<file path="src/rtl/main_fsm.sv">
// main_fsm: multicycle RISC-V control unit, Moore FSM.
//
// Ports:
//   clk         rising-edge clock
//   reset       asynchronous active-high reset; forces FETCH immediately
//   op[6:0]     opcode from the instruction register
//   zero        ALU zero flag; only affects pc_write in BEQ
//   mem_ready   memory access complete (only used with MAIN_FSM_MEM_READY_EN)
//   pc_write, adr_src, ir_write, mem_write, reg_write, illegal   1-bit controls
//   result_src, alu_src_a, alu_src_b, alu_op                      2-bit selects
//                                  (alu_op: 00 add, 01 sub, 10 funct-decoded)
//   state[3:0]  current state encoding, for debug
//
// Build option: define MAIN_FSM_MEM_READY_EN to make FETCH, MEMREAD and
// MEMWRITE wait for mem_ready. The write enables of a stalled access fire
// only in the mem_ready cycle. Without the macro, mem_ready is ignored.
module main_fsm (
  input  logic       clk,
  input  logic       reset,
  input  logic [6:0] op,
  input  logic       zero,
  input  logic       mem_ready,
  output logic       pc_write,
  output logic       adr_src,
  output logic       ir_write,
  output logic       mem_write,
  output logic       reg_write,
  output logic       illegal,
  output logic [1:0] result_src,
  output logic [1:0] alu_src_a,
  output logic [1:0] alu_src_b,
  output logic [1:0] alu_op,
  output logic [3:0] state
);

  typedef enum logic [3:0] {
    S_FETCH    = 4'd0,
    S_DECODE   = 4'd1,
    S_MEMADR   = 4'd2,
    S_MEMREAD  = 4'd3,
    S_MEMWB    = 4'd4,
    S_MEMWRITE = 4'd5,
    S_EXECR    = 4'd6,
    S_EXECI    = 4'd7,
    S_ALUWB    = 4'd8,
    S_JAL      = 4'd9,
    S_BEQ      = 4'd10,
    S_ILLEGAL  = 4'd11
  } state_t;

  localparam logic [6:0] OP_LW  = 7'b0000011;
  localparam logic [6:0] OP_SW  = 7'b0100011;
  localparam logic [6:0] OP_R   = 7'b0110011;
  localparam logic [6:0] OP_I   = 7'b0010011;
  localparam logic [6:0] OP_JAL = 7'b1101111;
  localparam logic [6:0] OP_BEQ = 7'b1100011;

  state_t cur, nxt;
  logic   pc_update;
  logic   branch;
  logic   mem_go;  // memory-side handshake: high when a memory state may complete

`ifdef MAIN_FSM_MEM_READY_EN
  assign mem_go = mem_ready;
`else
  logic unused_mem_ready;
  assign unused_mem_ready = mem_ready;
  assign mem_go           = 1'b1;
`endif

  assign state = cur;

  // State register
  always_ff @(posedge clk or posedge reset) begin
    if (reset) cur <= S_FETCH;
    else       cur <= nxt;
  end

  // Next-state logic; op is only consulted when leaving DECODE or MEMADR
  always_comb begin
    nxt = cur;
    case (cur)
      S_FETCH:    if (mem_go) nxt = S_DECODE;
      S_DECODE: begin
        case (op)
          OP_LW, OP_SW: nxt = S_MEMADR;
          OP_R:         nxt = S_EXECR;
          OP_I:         nxt = S_EXECI;
          OP_JAL:       nxt = S_JAL;
          OP_BEQ:       nxt = S_BEQ;
          default:      nxt = S_ILLEGAL;
        endcase
      end
      S_MEMADR:   nxt = (op == OP_LW) ? S_MEMREAD : S_MEMWRITE;
      S_MEMREAD:  if (mem_go) nxt = S_MEMWB;
      S_MEMWB:    nxt = S_FETCH;
      S_MEMWRITE: if (mem_go) nxt = S_FETCH;
      S_EXECR:    nxt = S_ALUWB;
      S_EXECI:    nxt = S_ALUWB;
      S_ALUWB:    nxt = S_FETCH;
      S_JAL:      nxt = S_ALUWB;
      S_BEQ:      nxt = S_FETCH;
      S_ILLEGAL:  nxt = S_ILLEGAL;
      default:    nxt = S_FETCH;  // unused encodings recover to FETCH
    endcase
  end

  // Output logic: Moore outputs, except pc_write which also sees zero
  always_comb begin
    pc_update  = 1'b0;
    branch     = 1'b0;
    adr_src    = 1'b0;
    ir_write   = 1'b0;
    mem_write  = 1'b0;
    reg_write  = 1'b0;
    illegal    = 1'b0;
    result_src = 2'b00;
    alu_src_a  = 2'b00;
    alu_src_b  = 2'b00;
    alu_op     = 2'b00;
    case (cur)
      S_FETCH: begin
        alu_src_b  = 2'b10;
        result_src = 2'b10;
        ir_write   = mem_go;
        pc_update  = mem_go;
      end
      S_DECODE: begin
        alu_src_a = 2'b01;
        alu_src_b = 2'b01;
      end
      S_MEMADR: begin
        alu_src_a = 2'b10;
        alu_src_b = 2'b01;
      end
      S_MEMREAD:  adr_src = 1'b1;
      S_MEMWB: begin
        result_src = 2'b01;
        reg_write  = 1'b1;
      end
      S_MEMWRITE: begin
        adr_src   = 1'b1;
        mem_write = mem_go;
      end
      S_EXECR: begin
        alu_src_a = 2'b10;
        alu_op    = 2'b10;
      end
      S_EXECI: begin
        alu_src_a = 2'b10;
        alu_src_b = 2'b01;
        alu_op    = 2'b10;
      end
      S_ALUWB:    reg_write = 1'b1;
      S_JAL: begin
        alu_src_a = 2'b01;
        alu_src_b = 2'b10;
        pc_update = 1'b1;
      end
      S_BEQ: begin
        alu_src_a = 2'b10;
        alu_op    = 2'b01;
        branch    = 1'b1;
      end
      S_ILLEGAL:  illegal = 1'b1;
      default: ;
    endcase
    pc_write = pc_update | (branch & zero);
    // The state is already FETCH during reset, so the selects are correct;
    // only the enables need to be suppressed.
    if (reset) begin
      pc_write  = 1'b0;
      ir_write  = 1'b0;
      mem_write = 1'b0;
      reg_write = 1'b0;
      illegal   = 1'b0;
    end
  end

endmodule

</file>
<file path="config.mk">
export PLATFORM = sky130hd
export DESIGN_NAME = main_fsm
export DESIGN_NICKNAME = d
export VERILOG_FILES = /design/src/rtl/main_fsm.sv
export SDC_FILE = /design/constraint.sdc
export NUM_CORES = 1
export LEC_CHECK = 0
export CAP_MARGIN = 20
export CORE_MARGIN = 2
export CORE_UTILIZATION = 30
export DETAILED_ROUTE_END_ITERATION = 8
export GPL_TIMING_DRIVEN = 0
export PLACE_DENSITY = 0.68
export SLEW_MARGIN = 20
export SYNTH_ARGS = -nofsm -noshare
export SYNTH_HDL_FRONTEND = slang
export SYNTH_SLANG_ARGS = --single-unit
</file>
<file path="constraint.sdc">
create_clock -name clk -period 1.5 [get_ports clk]
set_input_delay 0.45 -clock clk [delete_from_list [all_inputs] [get_ports clk]]
set_output_delay 0.45 -clock clk [all_outputs]
set_load 0.005 [all_outputs]
</file>
After elaboration in Yosys (flattened, before gate mapping)
Cells that the tools add are included.
{ "op_classes": {"bitwise": 2, "n_mux": 19, "n_eq_ne": 17, "reduce_logical": 10} }
{ "op_table": {"columns": ["cell", "n"], "rows": [
  ["$pmux W4 S6", 1],
  ["$pmux W4 S5", 1],
  ["$eq A4 B3 Y1 const B", 4],
  ["$eq A4 B4 Y1 const B", 4],
  ["$pmux W2 S2", 4],
  ["$eq A7 B6 Y1 const B", 2],
  ["$eq A7 B7 Y1 const B", 2],
  ["$mux W1", 12],
  ["$reduce_or A2 Y1", 6],
  ["$eq A4 B2 Y1 const B", 2],
  ["$eq A7 B2 Y1 const B", 1],
  ["$eq A7 B5 Y1 const B", 1],
  ["$reduce_or A3 Y1", 2],
  ["$eq A4 B1 Y1 const B", 1],
  ["$logic_not A4 Y1", 1],
  ["$reduce_or A4 Y1", 1],
  ["$mux W3", 1],
  ["$and A1 B1 Y1", 1],
  ["$or A1 B1 Y1", 1]
]} }
{ "word_totals": {"output_inout_bits": 18, "wordCells": 49, "in_bits": 11, "ff_bits": 4} }

Logic depth before layout (Yosys ltp)
Gate-level depths: netlist of run 1.
{ "logic_depth": {"ltp_word": 5, "ltp_mapped": 4} }

Worst setup path before layout of run 1
Ideal clock, no wire load.
{ "synth_timing": {"path_type": "register -> output", "startpoint": "register cur[2] (netlist: state[2])", "endpoint": "output port ir_write", "path_stages_with_launch": 4, "n_path_buf": 1, "path_slack_ps": -49, "t_arrival_ps": 1099, "t_required_ps": 1050, "cell_sequence": "dfrtp_1 > buf_2 > or2_2 > nor4_1"} }
{ "synth_via": {"elab_chain_len": 3} }
{ "synth_lines": {"columns": ["item", "line", "text"], "rows": [
  ["start, declared", "58", "state_t cur, nxt;"],
  ["start signal, assigned", "76", "else cur <= nxt;"],
  ["$logic_not A4 Y1", "121", "case (cur)"],
  ["$mux W1", "121", null],
  ["$mux W1", "171", "if (reset) begin"],
  ["end, declared", "25", "output logic ir_write,"]
]} }
Every way passes these cells.

Worst setup path in the final report of run 1
{ "layout_timing": {"startpoint": "register cur[3] (netlist: state[3])", "endpoint": "output port result_src[0]"} }
{ "layout_via": {"elab_chain_len": 2, "elab_cells_between_ends": 3} }
{ "layout_lines": {"columns": ["item", "line", "text"], "rows": [
  ["$eq A4 B3 Y1 / $logic_not A4 Y1 (equally long branches)", "121", null],
  ["$pmux W2 S2 (*)", "121", null],
  ["end, declared", "29", "output logic [1:0] result_src,"]
]} }
Every way passes the cells marked *; elsewhere a longest branch is shown, timed or not.

==> results of run 1 <==
## area by class of cell
| class | count | area (sq um) | share of cell area [%] |
|---|---|---|---|
| clock buffers | 3 | 22.5 | 1.97 |
| flip-flops and latches | 4 | 104 | 9.10 |
| plain buffers | 5 | 56.3 | 4.93 |
| well taps | 16 | 20.0 | 1.75 |
| multi-input cells | 46 | 449 | 39.4 |
| inverters | 2 | 7.51 | 0.658 |
| repair buffers | 57 | 482 | 42.2 |
## per-stage QoR
step	setup TNS, ps	hold slack (ps)	cell area (sq um)	worst slack [ps]	power [uW]
after floorplan	-11.7	224	473	-11.7	766
after global placement	-7720	738	763	-772	1240
after detailed placement	-7770	734	763	-785	1240
after CTS	-3890	340	1060	-361	1990
after global routing	-5470	378	1140	-469	2470
final	-4890	374	1140	-450	2360
## power by group
part | total, uW | switching [uW] | internal (uW)
combinational | 1990 | 833 | 1160
sequential | 232 | 70.5 | 162
clock | 135 | 45.1 | 89.6
## layer usage
metal | GRT usage, % | vias to the layer above | part of all wire [%]
li1 | - | 337 | -
met1 | 29.9 | 402 | 39
met2 | 49.0 | 56 | 49
met3 | 5.96 | 14 | 9.5
met4 | 7.88 | 0 | 3.1
met5 | 0 | - | 0
## cell families (layout without fill, tap and decap cells)
family	after synthesis	after routing
XOR/XNOR	4	4
flip-flops	4	4
AO/OA/AOI/OAI	10	10
AND/OR/NAND/NOR	32	32
buffers and inverters	7	67
## worst max-delay path by stage
stage	start	endpoint	slack [ps]	cells past startpoint
after floorplan	state[2]$_DFF_PP0_	result_src[1]	-10	3
after global placement	reset	pc_write	-770	4
after detailed placement	reset	pc_write	-790	4
after CTS	state[2]$_DFF_PP0_	ir_write	-360	4
after global routing	state[0]$_DFF_PP0_	pc_write	-470	5
final	state[3]$_DFF_PP0_	result_src[0]	-450	5
## critical path, stage by stage (launching register included)
cell,delay [ps]
dfrtp_2,460
buf_4,160
buf_6,110
nand2b_4,160
nor3_2,220
buf_2,160
## layout by cell type, fill, tap and decap left out, drive strengths merged, types with 3 or more instances in the layout
master,synthesis,final
buf,5,49
clkbuf,0,4
clkdlybuf4s50,0,4
dfrtp,4,4
dlygate4sd2,0,3
dlymetal6s2s,0,3
nand2b,3,3
nor2,5,5
nor2b,3,3
nor3,4,4
nor3b,3,3
xnor2,3,3
## timing repair
action,CTS,global route
resized for setup,102,19
setup endpoints to repair,20,21
gates cloned,0,0
pin swaps,11,11
setup buffers,26,7
==> results_dict.tcl, run 1 <==
set metrics [dict create \
    htree_levels 1 \
    drcViolationCount 0 \
    cp-end-kind "output pin" \
    path_max_fanout 6 \
    muxShareOfSynthArea_pct 0 \
    synth_fp_nets 68 \
    antenna_left 0 \
    wire_per_inst_um 20.5 \
    syn-cell-area_sq_um 462 \
    synth_simple_gate_area_share_pct 44.7 \
    grt_antenna_before_repair 0 \
    ir_worst_vdd_v 0.00138 \
    fill_cells 86 \
    synth_compound_area_share_pct 17.6 \
    grt_pass1_vias 794 \
    finalSetupViolCount 16 \
    synthTopCellsByCount "nor2_1, buf_2, dfrtp_1, nor3_1" \
    hold_viol_final 0 \
    leakagePower_uw 0.000559 \
    outcome "finished, violations left" \
    vias_per_cell 6.08 \
    critPathLaunchType "register" \
    reg2reg_from "state[3]$_DFF_PP0_" \
    worst_pin_slew_ps 333 \
    cts_made_buffers 3 \
    floorplan.initialDensity_pct 31.4 \
    fmaxAchievable_ghz 0.513 \
    reg2reg_depth 5 \
    via_count 809 \
    initialDrtViolationCount 30 \
    drive_above_1_share_pct 70.1 \
    cp.arrival_ps 1500 \
    core-area_sq_um 1470 \
    hold_buffers 0 \
    synth_xor_area_share_pct 7.59 \
    diodes 0 \
    dpl.hpwl_mm 1.07 \
    synth_top_family_by_area "simple AND/OR/NAND/NOR gates" \
    synth_flop_cell "dfrtp_1" \
    maxCapViolCount 0 \
    die_area_sq_um 1870 \
    maxSlewViolCount 0 \
    r2r_slack_ps -90 \
    fin_util_pct 77.6 \
    netlist_instances 57 \
    cts.sinks 4 \
    io_pins 29 \
    finalWorstSetupSlack_ps -450 \
    postSynthRegisterBits 4 \
    rsz0062_at_grt "true" \
    die_y_um 43.2 \
    synth_top_area_share_pct 21.7 \
    criticalPathCategory "reg2out" \
    fin_nets 130 \
    period_minus_slack_ps 1950 \
    synth_area_leader_cell "dfrtp_1" \
    final.period_utilization_pct 130 \
    path_clk_slew_ps 40 \
    power_density_nw_per_um2 2070 \
    drtPass1Iterations 4 \
    cts_tree "built" \
    ys_seq_area_share_pct 21.7 \
    dp_cells 100 \
    syn_avg_cell_area_sq_um 8.10 \
    area_delta_synth_final_pct 147 \
    largest_reg_flops 4 \
    skew_ps 3.56 \
    async_flop_share_pct 100 \
    portBuffers 27 \
    place.gp.congestion 0.800 \
    grt_max_degree 11 \
    yosysMostFrequentCell "nor2_1" \
    rr_endpoint "state[1]$_DFF_PP0_" \
    worst_skew_pair.late_latency_ps 230 \
    routed_wl_mm 2.73 \
    grt_pass1_wl_mm 3.72 \
    grt-ovfl-total 0 \
    dieWidth_um 43.2 \
    slew_headroom_pct 77.8 \
    critPathRequiredTime_ps 1050 \
    grt_util_all_layers_pct 26.6 \
    synth_edf_count 0 \
    hold_class "in2async" \
    finalNonFillerCells 133 \
    root_buffer "clkbuf_4" \
    violations "negative setup slack" \
    cts_max_path_buffers 2 \
    synth_area_leaders "dfrtp_1, xnor2_1, and4bb_2" \
    core.rowCount 14 \
    synth_cell_types 30 \
    yosys.area_share.adder_pct 0 \
    yosys_warnings 0 \
]
Note: power is estimated with default switching activity, not from simulation.
==> inputs of run 2 (changes only) <==
TNS_END_PERCENT = 5   (was default)
==> run 2 against run 1 <==
The run still ends with negative setup slack left. Count of clock-buffer cells in the layout stayed put. Total power decreased by 32%. Sequential cell count stayed put. Utilization decreased by 15 points.
==> results_dict.tcl, run 2 (synthesis results as in run 1) <==
set metrics [dict create \
    io_pins 29 \
    root_buffer "clkbuf_4" \
    die_y_um 43.2 \
    largest_reg_flops 4 \
    wl_met3_um 94 \
    outcome "finished, violations left" \
    via_count 623 \
    cp-end-kind "output pin" \
    power_density_nw_per_um2 1740 \
    initialDrtViolationCount 9 \
    htree_levels 1 \
    crit_buf_inv 3 \
    top_layer_used "met3" \
    layout_commonest_cell "buf_4" \
    reg2reg_depth 5 \
    dpl.hpwl_mm 1.04 \
    ir_worst_vdd_v 0.000868 \
    hold_class "in2async" \
    criticalPathCategory "reg2out" \
    hold_buffers 0 \
    hold_viol_final 0 \
    core-area_sq_um 1470 \
    violations "negative setup slack" \
    grt_util_all_layers_pct 19.3 \
    diodes 0 \
    floorplan.initialDensity_pct 31.4 \
    cp.arrival_ps 1430 \
    path_cells "buf_6 -> buf_6 -> or2_4 -> nor4_2 -> buf_2" \
    worst_skew_pair.late_latency_ps 220 \
    grt_pass1_wl_mm 2.81 \
    path_clk_slew_ps 40 \
    worst_pin_slew_ps 250 \
    wl_met2_um 801 \
    crit_family "buffers and inverters" \
    critPathRequiredTime_ps 1050 \
    critPathMostFrequentCell "buf_6" \
    routed_wl_mm 1.64 \
    finalWorstSetupSlack_ps -376 \
    maxCapViolCount 0 \
    path_max_fanout 7 \
    grt_max_degree 11 \
    cts_made_buffers 3 \
    reg2reg_from "state[1]$_DFF_PP0_" \
    drive_above_1_share_pct 52.0 \
    drcViolationCount 0 \
    wl_met1_um 743 \
    vias_per_cell 5.37 \
    drtPass1Iterations 4 \
    rr_endpoint "state[1]$_DFF_PP0_" \
    skew_ps 0.107 \
    leakagePower_uw 0.000444 \
    period_minus_slack_ps 1880 \
    portBuffers 27 \
    slowest_delay_ps 420 \
    cp_slowest_cell "dfrtp_1" \
    total_power_uw 1610 \
    fmaxAchievable_ghz 0.533 \
    r2r_slack_ps 70 \
    rsz0062_at_grt "true" \
    place.gp.congestion 0.743 \
    critPathLaunchType "register" \
    grt-ovfl-total 0 \
    preCtsSetupSlack_ps -754 \
    mostFrequentLayoutCells "buf_4, buf_2, clkdlybuf4s50_1, dlygate4sd2_1, buf_6" \
    core.rowCount 14 \
    maxSlewViolCount 0 \
    final.period_utilization_pct 125 \
    dieWidth_um 43.2 \
    grt_antenna_before_repair 0 \
    fin_nets 113 \
    area_delta_synth_final_pct 100 \
    grt_pass1_vias 596 \
    cts.sinks 4 \
    antenna_left 0 \
    cts_tree "built" \
    slew_headroom_pct 83.4 \
    finalSetupViolCount 16 \
    cts_max_path_buffers 2 \
    die_area_sq_um 1870 \
    fill_cells 133 \
    wire_per_inst_um 14.1 \
]
==> run 2: cell types whose count changed in the layout (fill, tap and decap cells not counted), sizes merged <==
cell	previous run	this run
buf	49	28
dlygate4sd2	3	7
clkdlybuf4s50	4	7
dlymetal6s2s	3	1
clkbuf	4	3
==> run 2: worst max-delay path by stage <==
| stage | start | to | slack (ps) | cells after the start |
|---|---|---|---|---|
| 2_1_floorplan | state[2]$_DFF_PP0_ | alu_src_b[0] | -50 | 4 |
| 3_3_place_gp | reset | pc_write | -750 | 4 |
| 3_5_place_dp | reset | pc_write | -750 | 4 |
| 4_1_cts | state[2]$_DFF_PP0_ | reg_write | -370 | 5 |
| 5_1_grt | state[2]$_DFF_PP0_ | ir_write | -410 | 5 |
| 6_report | state[2]$_DFF_PP0_ | ir_write | -380 | 5 |
==> run 2: cell type report <==
type	instances	area, sq um	share of cell area (%)
Buffer	5	48.8	5.28
Clock buffer	3	22.5	2.44
Inverter	2	7.51	0.812
Multi-Input combinational cell	46	399	43.2
Sequential cell	4	103	11.1
Tap cell	16	20.0	2.17
Timing Repair Buffer	40	324	35.0
==> run 2: report_power, final <==
part           total [uW]  internal (uW)  switching [uW]
clock network         126           89.0            36.9
logic                1260            713             542
registers             228            161            67.9
total                1610            963             647
==> run 2: per-stage QoR <==
stage          TNS [ps]  util (%)  hold WS (ps)  area (sq um)  instances
6_report          -3600      62.8           334           925        116
5_1_grt           -4570      62.8           345           925        116
4_1_cts           -3790      61.2           326           901        116
3_5_place_dp      -7960      51.5           737           758        100
3_3_place_gp      -7910      51.5           738           758        100
2_1_floorplan     -61.2         -           224           468         57
==> run 2: routing by layer <==
metal / track usage, % / up-vias
met3: 3.40 / 0
met5: 0 / -
met2: 30.7 / 24
met4: 3.64 / 0
li1: - / 300
met1: 27.1 / 299
==> run 2: repair_timing <==
action | 4_1_cts | 5_1_grt
resized for setup | 72 | 8
cloned | 0 | 0
pin swaps | 9 | 4
buffers inserted | 13 | 0
endpoints found under the setup margin | 20 | 18
hold endpoints to repair | 0 | 0
==> inputs of run 3 (changes only) <==
CTS_CLUSTER_DIAMETER = 200   (was default)
PLACE_DENSITY = 0.74   (was 0.68)
==> run 3 against run 2 <==
The run still ends with negative setup slack left. Non-clock buffer count is 2 lower. Clock power up 7%. Sequential power about the same. Maximum frequency increased by 0.86%. Register-to-register slack got worse by 90 ps. Combinational power is 11% higher.
==> results_dict.tcl, run 3 (synthesis results as in run 1) <==
set metrics [dict create \
    hold_class "in2async" \
    hold-worst-slack_ps 325 \
    drcViolationCount 0 \
    largest_reg_flops 4 \
    wl_met1_um 700 \
    diodes 0 \
    outcome "finished, violations left" \
    p_int_uw 1000 \
    floorplan.initialDensity_pct 31.4 \
    dieWidth_um 43.2 \
    via_count 658 \
    setup_tns_ps -3250 \
    top_layer_used "met4" \
    leakagePower_uw 0.000427 \
    maxSlewViolCount 0 \
    grt_pass1_vias 621 \
    grt_antenna_before_repair 0 \
    fmaxAchievable_ghz 0.538 \
    slew_headroom_pct 82.0 \
    area_delta_synth_final_pct 104 \
    drtPass1Iterations 4 \
    crit_family "flip-flops" \
    criticalPathCategory "reg2out" \
    cts_tree "built" \
    r2r_slack_ps -20 \
    cts_max_path_buffers 2 \
    worst_pin_slew_ps 266 \
    grt_pass1_wl_mm 2.95 \
    maxCapViolCount 0 \
    vias_per_cell 5.77 \
    path_max_fanout 5 \
    rsz0062_at_grt "true" \
    final.period_utilization_pct 124 \
    seqPwrFrac_pct 12.9 \
    reg2reg_from "state[1]$_DFF_PP0_" \
    clockPowerShare_pct 7.7 \
    htree_levels 1 \
    fin_util_pct 63.9 \
    io_pins 29 \
    grt-ovfl-total 0 \
    fin_nets 111 \
    die_area_sq_um 1870 \
    path_clk_slew_ps 40 \
    wl_met3_um 162 \
    initialDrtViolationCount 10 \
    power_switching_uw 754 \
    design_area_sq_um 941 \
    cp-end-kind "output pin" \
    power_density_nw_per_um2 1870 \
    cp.arrival_ps 1410 \
    ir_worst_vdd_v 0.000994 \
    core.rowCount 14 \
    critPathRequiredTime_ps 1050 \
    die_y_um 43.2 \
    path_cells "buf_6 -> and4bb_2 -> and2_1 -> o21a_1 -> buf_2" \
    rr_endpoint "state[1]$_DFF_PP0_" \
    grt_max_degree 11 \
    reg2reg_depth 5 \
    violations "negative setup slack" \
    cts_made_buffers 3 \
    worst_skew_pair.late_latency_ps 240 \
    crit_buf_inv 2 \
    period_minus_slack_ps 1860 \
    core-area_sq_um 1470 \
    slowest_delay_ps 380 \
    swShare_pct 42.9 \
    root_buffer "clkbuf_4" \
    critPathLaunchType "register" \
    wire_per_inst_um 16.2 \
    fill_cells 134 \
    wl_met2_um 945 \
    cts.sinks 4 \
    combPwrFrac_pct 79.4 \
    portBuffers 27 \
    mostFrequentLayoutCells "buf_4, buf_2, clkdlybuf4s50_1" \
    hold_viol_final 0 \
    dpl.hpwl_um 986 \
    dpl-instance-area_sq_um 758 \
    antenna_left 0 \
    finalSetupViolCount 15 \
    place.gp.congestion 0.766 \
    drive_above_1_share_pct 57.1 \
    skew_ps 2.39 \
    cp_slowest_cell "dfrtp_1" \
    routed_wl_mm 1.85 \
    finalWorstSetupSlack_ps -360 \
    grt_util_all_layers_pct 21.2 \
]
-- run 3: power groups by stage --
stage          clock network (uW)  logic [uW]  registers, uW
2_1_floorplan                   0         548            210
3_3_place_gp                    0        1000            218
3_5_place_dp                    0        1010            217
4_1_cts                       137        1230            212
5_1_grt                       139        1500            238
6_report                      135        1400            227
-- run 3: repair_timing --
action / in CTS / in global routing
buffers inserted: 9 / 1
hold buffers: 0 / 0
cloned: 1 / 0
pin swaps: 8 / 7
resized for setup: 80 / 12
endpoints found under the setup margin: 20 / 18
-- run 3: stage by stage --
step / setup slack, ps / std cells / total power, uW
global route: -403 / 114 / 1870
finish: -360 / 114 / 1760
floorplan: -48.2 / 57 / 758
global placement: -749 / 100 / 1220
detailed placement: -738 / 100 / 1230
CTS: -352 / 113 / 1580
-- run 3: worst max-delay path by stage --
stage	depth (start not counted)	start	endpoint
after detailed placement	4	reset	pc_write
after global routing	5	state[2]$_DFF_PP0_	pc_write
after floorplan	4	state[2]$_DFF_PP0_	alu_src_b[0]
after global placement	4	reset	pc_write
final	5	state[1]$_DFF_PP0_	pc_write
after CTS	5	state[1]$_DFF_PP0_	pc_write
-- run 3: area by class of cell --
| type | instances | area (sq um) | area share (%) |
|---|---|---|---|
| Clock buffer | 3 | 22.5 | 2.39 |
| Timing Repair Buffer | 38 | 294 | 31.3 |
| Multi-Input combinational cell | 46 | 440 | 46.8 |
| Tap cell | 16 | 20.0 | 2.13 |
| Inverter | 2 | 7.51 | 0.798 |
| Sequential cell | 4 | 104 | 11.0 |
| Buffer | 5 | 52.6 | 5.59 |
-- run 3: layer usage --
metal / vias to the layer above / global-route usage, %
li1: 302 / -
met1: 305 / 27.4
met2: 41 / 32.8
met3: 10 / 4.26
met4: 0 / 10.9
met5: - / 0
